$ cat config.mk
export PLATFORM = sky130hd
export DESIGN_NAME = icache
export DESIGN_NICKNAME = d
export VERILOG_FILES = /design/src/rtl/icache_pkg.sv /design/src/rtl/icache_array.sv /design/src/rtl/icache.sv
export SDC_FILE = /design/constraint.sdc
export NUM_CORES = 2
export LEC_CHECK = 0
export CAP_MARGIN = 20
export CORE_ASPECT_RATIO = 0.75
export CORE_UTILIZATION = 33
export DETAILED_ROUTE_END_ITERATION = 10
export GPL_ROUTABILITY_DRIVEN = 0
export GPL_TIMING_DRIVEN = 0
export HOLD_SLACK_MARGIN = 0.15
export REMOVE_ABC_BUFFERS = 1
export SYNTH_ARGS = -nofsm -noshare
export SYNTH_HDL_FRONTEND = slang
export SYNTH_SLANG_ARGS = --single-unit
$ cat constraint.sdc
create_clock -name clk_in -period 12.5 [get_ports clk_in]
set_clock_uncertainty 0.15 [all_clocks]
set_input_delay 1.25 -clock clk_in [delete_from_list [all_inputs] [get_ports clk_in]]
set_output_delay 1.25 -clock clk_in [all_outputs]
set_load 0.01 [all_outputs]
$ cat src/rtl/icache_pkg.sv
// Shared geometry, address-field helpers and FSM encoding for the instruction cache.
// ICACHE_OFFSET_WIDTH / ICACHE_INDEX_WIDTH may be predefined to change the geometry.
`ifndef ICACHE_OFFSET_WIDTH
`define ICACHE_OFFSET_WIDTH 2
`endif
`ifndef ICACHE_INDEX_WIDTH
`define ICACHE_INDEX_WIDTH 4
`endif

package icache_pkg;
    localparam int OFFSET_WIDTH = `ICACHE_OFFSET_WIDTH;
    localparam int INDEX_WIDTH  = `ICACHE_INDEX_WIDTH;
    localparam int TAG_WIDTH    = 30 - OFFSET_WIDTH - INDEX_WIDTH;
    localparam int LINES        = 1 << INDEX_WIDTH;
    localparam int WORDS        = 1 << OFFSET_WIDTH;

    typedef enum logic {
        IDLE = 1'b0,
        FILL = 1'b1
    } icache_state_e;

    function automatic logic [OFFSET_WIDTH-1:0] addr_offset(input logic [31:0] a);
        return a[OFFSET_WIDTH+1:2];
    endfunction

    function automatic logic [INDEX_WIDTH-1:0] addr_index(input logic [31:0] a);
        return a[OFFSET_WIDTH+INDEX_WIDTH+1:OFFSET_WIDTH+2];
    endfunction

    function automatic logic [TAG_WIDTH-1:0] addr_tag(input logic [31:0] a);
        return a[31 -: TAG_WIDTH];
    endfunction
endpackage

$ cat src/rtl/icache_array.sv
// Tag/valid/data storage: combinational read, synchronous writes,
// valid bits cleared synchronously on rst_in.
module icache_array
    import icache_pkg::*;
(
    input  logic                    clk_in,
    input  logic                    rst_in,
    input  logic [INDEX_WIDTH-1:0]  rd_index,
    input  logic [OFFSET_WIDTH-1:0] rd_offset,
    output logic                    rd_valid,
    output logic [TAG_WIDTH-1:0]    rd_tag,
    output logic [31:0]             rd_word,
    input  logic                    wr_word_en,
    input  logic [INDEX_WIDTH-1:0]  wr_index,
    input  logic [OFFSET_WIDTH-1:0] wr_offset,
    input  logic [31:0]             wr_word,
    input  logic                    wr_line_en,
    input  logic [TAG_WIDTH-1:0]    wr_tag
);
    logic [LINES-1:0]     valid_q;
    logic [TAG_WIDTH-1:0] tag_q  [LINES];
    logic [31:0]          data_q [LINES][WORDS];

    always_ff @(posedge clk_in) begin
        if (rst_in) begin
            valid_q <= '0;
        end else if (wr_line_en) begin
            valid_q[wr_index] <= 1'b1;
        end
    end

    // Tag and data need no reset: nothing is trusted until its valid bit is set.
    always_ff @(posedge clk_in) begin
        if (wr_line_en) begin
            tag_q[wr_index] <= wr_tag;
        end
        if (wr_word_en) begin
            data_q[wr_index][wr_offset] <= wr_word;
        end
    end

    assign rd_valid = valid_q[rd_index];
    assign rd_tag   = tag_q[rd_index];
    assign rd_word  = data_q[rd_index][rd_offset];
endmodule

$ cat src/rtl/icache.sv
// Direct-mapped read-only instruction cache: lookup/fill FSM, fill counter, response regs.
// Optional hit/miss statistics outputs are built when ICACHE_STAT_EN is defined.
module icache
    import icache_pkg::*;
(
    input  logic          clk_in,
    input  logic          rst_in,
    input  logic          rdy_in,
    input  logic          flush,
    input  logic          fetch_en,
    input  logic [31:0]   fetch_addr,
    output logic          fetch_rdy,
    output logic [31:0]   fetch_data,
    output logic          mem_en,
    output logic [31:0]   mem_addr,
    input  logic          mem_rdy,
    input  logic [31:0]   mem_data,
`ifdef ICACHE_STAT_EN
    output logic [31:0]   hit_count,
    output logic [31:0]   miss_count,
`endif
    output icache_state_e dbg_state
);
    // Memory handshake: mem_en/mem_addr are held until the cycle mem_rdy is
    // sampled high; mem_rdy is a one-cycle pulse that completes that word.
    icache_state_e           state_q, state_d;
    logic [OFFSET_WIDTH-1:0] count_q, count_d;
    logic [TAG_WIDTH-1:0]    base_tag_q, base_tag_d;
    logic [INDEX_WIDTH-1:0]  base_index_q, base_index_d;
    logic                    squash_q, squash_d;
    logic                    fetch_rdy_d;
    logic [31:0]             fetch_data_d;
    logic                    lookup, hit;
    logic                    rd_valid;
    logic [TAG_WIDTH-1:0]    rd_tag;
    logic [31:0]             rd_word;
    logic                    wr_word_en, wr_line_en;
    logic                    unused_addr_bits;

    assign unused_addr_bits = ^fetch_addr[1:0];

    icache_array u_array (
        .clk_in     (clk_in),
        .rst_in     (rst_in),
        .rd_index   (addr_index(fetch_addr)),
        .rd_offset  (addr_offset(fetch_addr)),
        .rd_valid   (rd_valid),
        .rd_tag     (rd_tag),
        .rd_word    (rd_word),
        .wr_word_en (wr_word_en),
        .wr_index   (base_index_q),
        .wr_offset  (count_q),
        .wr_word    (mem_data),
        .wr_line_en (wr_line_en),
        .wr_tag     (base_tag_q)
    );

    // squash_q swallows the re-lookup after a fill that a flush has orphaned.
    assign lookup = (state_q == IDLE) && fetch_en && !fetch_rdy && !flush && !squash_q;
    assign hit    = rd_valid && (rd_tag == addr_tag(fetch_addr));

    always_comb begin
        state_d      = state_q;
        count_d      = count_q;
        base_tag_d   = base_tag_q;
        base_index_d = base_index_q;
        squash_d     = squash_q;
        fetch_rdy_d  = 1'b0;
        fetch_data_d = fetch_data;
        wr_word_en   = 1'b0;
        wr_line_en   = 1'b0;
        case (state_q)
            IDLE: begin
                squash_d = 1'b0;
                if (lookup) begin
                    if (hit) begin
                        fetch_rdy_d  = 1'b1;
                        fetch_data_d = rd_word;
                    end else begin
                        state_d      = FILL;
                        base_tag_d   = addr_tag(fetch_addr);
                        base_index_d = addr_index(fetch_addr);
                        count_d      = '0;
                    end
                end
            end
            FILL: begin
                if (flush) begin
                    squash_d = 1'b1;
                end
                if (mem_rdy) begin
                    wr_word_en = rdy_in && !rst_in;
                    count_d    = count_q + 1'b1;
                    if (&count_q) begin
                        wr_line_en = rdy_in && !rst_in;
                        state_d    = IDLE;
                    end
                end
            end
            default: state_d = IDLE;
        endcase
    end

    always_ff @(posedge clk_in) begin
        if (rst_in) begin
            state_q      <= IDLE;
            count_q      <= '0;
            base_tag_q   <= '0;
            base_index_q <= '0;
            squash_q     <= 1'b0;
            fetch_rdy    <= 1'b0;
            fetch_data   <= '0;
        end else if (rdy_in) begin
            state_q      <= state_d;
            count_q      <= count_d;
            base_tag_q   <= base_tag_d;
            base_index_q <= base_index_d;
            squash_q     <= squash_d;
            fetch_rdy    <= fetch_rdy_d;
            fetch_data   <= fetch_data_d;
        end
    end

`ifdef ICACHE_STAT_EN
    always_ff @(posedge clk_in) begin
        if (rst_in) begin
            hit_count  <= '0;
            miss_count <= '0;
        end else if (rdy_in && lookup) begin
            if (hit) hit_count  <= hit_count + 32'd1;
            else     miss_count <= miss_count + 32'd1;
        end
    end
`endif

    assign mem_en    = (state_q == FILL);
    assign mem_addr  = {base_tag_q, base_index_q, count_q, 2'b00};
    assign dbg_state = state_q;
endmodule

==> qor.txt <==
Post-CTS Setup Inserts: 0
Clk sinks: 2513
DR WL/cell: 28.3 µm
Post-synthesis sequential area ratio: 0.772
Post-synth top cells: 2432 x edfxtp_1, 733 x mux4_2, 142 x clkbuf_1
Max Used Layer: met5
HP Class: reg2reg
FP Rows: 171
Main synth FF type: edfxtp_1
P_leak: 34.5 nW
# IOs: 137
Most common cell in the netlist: edfxtp_1
Initial antenna violation count: 13
Tmin final: 6180 ps
Vias in the first global route: 45.8k
GRT overflow: 0
Largest net degree at the start of global routing: 100
Initial Util: 0.333
Yosys Warn Count: 0
Root buf cell: clkbuf_16
Fraction of layout cells with a size suffix above 1: 0.296
Met2 Wirelength: 119000 µm
P per Cell Area: 154 nW/µm²
Dpl hpwl: 144000 µm
Area contributors post-synth: edfxtp_1 76%, mux4_2 17%, dfxtp_1 1.7%, mux2i_1 1.1%, clkbuf_1 0.55%
Top-area cell type share of the netlist area: 0.755
DR pass1 iterations: 10
RSZ-0062 raised after global routing: no
Crit path arrival time: 6760 ps
Slew @ Worst Pin: 1100 ps
Clock Latency Late Sink: 910 ps
CP required: 13080 ps
Synth async-reset ratio: 0
Post-CTS Hold Buffers: 0
CTS tree: yes
Startpoint types: input port
Detail Route Antenna Nets: 0
Die X-Extent: 627 µm
Outcome: finished, violations left
Max IR drop VDD: 0.163 mV
#FFs+latches synth: 2513
Worst-path clk slew: 70 ps
DR vias: 45.0k
Synth cell types: 57
Global Route Usage Sum: 0.161
Critical Path Fanout Max: 91
M1 wire length: 96900 µm
Cell taking the most area after synthesis: edfxtp_1
First-pass GRT wire length: 341000 µm
Final Setup Violations: 0
Post-synth EDFFs: 2432
Slew Limit Headroom: 0.269
# DRC: 8
I/O Buffers: 132
Resized cells post-CTS: 0
Die H: 471 µm
Syn avg cell area: 23.5 µm²
Fin nets: 4471
Slew Limit Fails: 0
H-tree levels: 4
Critical Path Sink Type: flip-flop
Drt total wl: 240000 µm
Die Area: 295000 µm²
Drt initial violations: 4995
Clock Path Buffers: 3
Synth Instances: 4122
Layout Area Growth over Synthesis: 17.3%
Setup TNS: 0 ps
Fin crit share: 0.494
Max Cap Viol: 0
Met3 Routed Length: 19000 µm
Core area: 291000 µm²
Violated checks: DRC
Post-Synthesis Cell Area: 96700 µm²
Hold Worst Slack: 317 ps
WS Path Type: in2reg
Vias per cell: 5.30
FMAX: 162 MHz
Final hold viol count: 0
Inserted Clock Buffers: 240
layer usage:
layer / GRT usage / vias up
met5: 0 / -
met1: 0.216 / 24594
met2: 0.268 / 1828
li1: - / 18278
met3: 0.0328 / 332
met4: 0.0404 / 12
through the flow:
step / area [µm²] / utilization / power [mW] / setup slack (ps) / std cells
after floorplan: 95600 / - / 9.78 / 7670 / 3881
after global placement: 102000 / 0.350 / 11.2 / -40410 / 7905
after detailed placement: 105000 / 0.362 / 10.2 / 5400 / 8045
after CTS: 113000 / 0.390 / 17.6 / 6360 / 8495
after global routing: 113000 / 0.390 / 17.9 / 6160 / 8498
final: 113000 / 0.391 / 17.4 / 6320 / 8502
placed cells by master (no fill, tap or decap), types with 7 or more instances in the layout:
cell type,n
nand3_1,12
clkinvlp_4,9
buf_16,35
nor2_1,42
clkdlybuf4s50_1,93
clkinv_1,43
clkbuf_8,13
nor2b_1,11
nand2_1,118
clkinv_2,42
xnor2_1,19
edfxtp_1,2432
bufinv_16,29
xor2_1,12
clkbuf_1,54
mux4_2,733
nor2_4,80
dfxtp_1,81
mux4_1,18
buf_12,104
a22oi_1,16
clkinv_16,8
mux2i_1,109
buf_2,33
a32oi_1,28
clkbuf_16,241
o21ai_0,30
o311ai_0,28
nor3_1,7
nor3b_1,28
cell families (layout without fill, tap and decap cells):
kind of cell	count (synthesis)	count (layout)	share of synthesized area
flip-flops	2513	2513	0.772
multiplexers	862	862	0.187
AND/OR/NAND/NOR	325	325	0.0151
buffers and inverters	246	728	0.0118
AO/OA/AOI/OAI	140	140	0.0109
XOR/XNOR	31	31	0.00281
adder cells (fa/ha/maj)	4	4	0.000517
other	1	7	0.0000388
flip-flops by register name, summed over array words and instances, names as in the netlist:
name and cells:
u_array.tag_q 384, u_array.valid_q 16, base_index_q 4, fetch_rdy 1, u_array.data_q 2048, count_q 2
fetch_data 32, base_tag_q 24, dbg_state 1, squash_q 1
critical path, cell delays in order:
cell	delay (ps)
buf_8	340
buf_16	320
buf_16	460
mux4_1	670
mux4_2	510
xor2_1	180
a31oi_1	260
o211ai_1	150
or3_2	940
or4_4	1010
mux2i_1	230
layout make-up:
class / count / area [µm²]
fillers: 25437 / 177000
flip-flops and latches: 2513 / 74700
multi-input cells: 1364 / 21600
clock buffers: 308 / 6410
well taps: 3892 / 4870
repair buffers: 274 / 4250
clock inverters: 142 / 1690
inverters: 4 / 20.0
diodes: 5 / 12.5
final timing paths:
path / slack, ps / to / startpoint / depth (start not counted)
setup reg to reg: 7920 / fetch_data[11] / u_array.tag_q[4][18] / 8
setup / recovery: 6320 / fetch_data[11] / fetch_addr[5] / 11
hold reg to reg: 320 / fetch_data[3] / fetch_data[3] / 2
hold / removal: 320 / fetch_data[3] / fetch_data[3] / 2
where the power goes:
| part | total, mW | internal [mW] | switching (mW) | leakage (nW) |
|---|---|---|---|---|
| combinational | 0.763 | 0.334 | 0.429 | 8.14 |
| clock | 7.39 | 4.23 | 3.15 | 3.93 |
| sequential | 9.27 | 9.24 | 0.0305 | 22.5 |
Power figures use the tool's default switching activity.
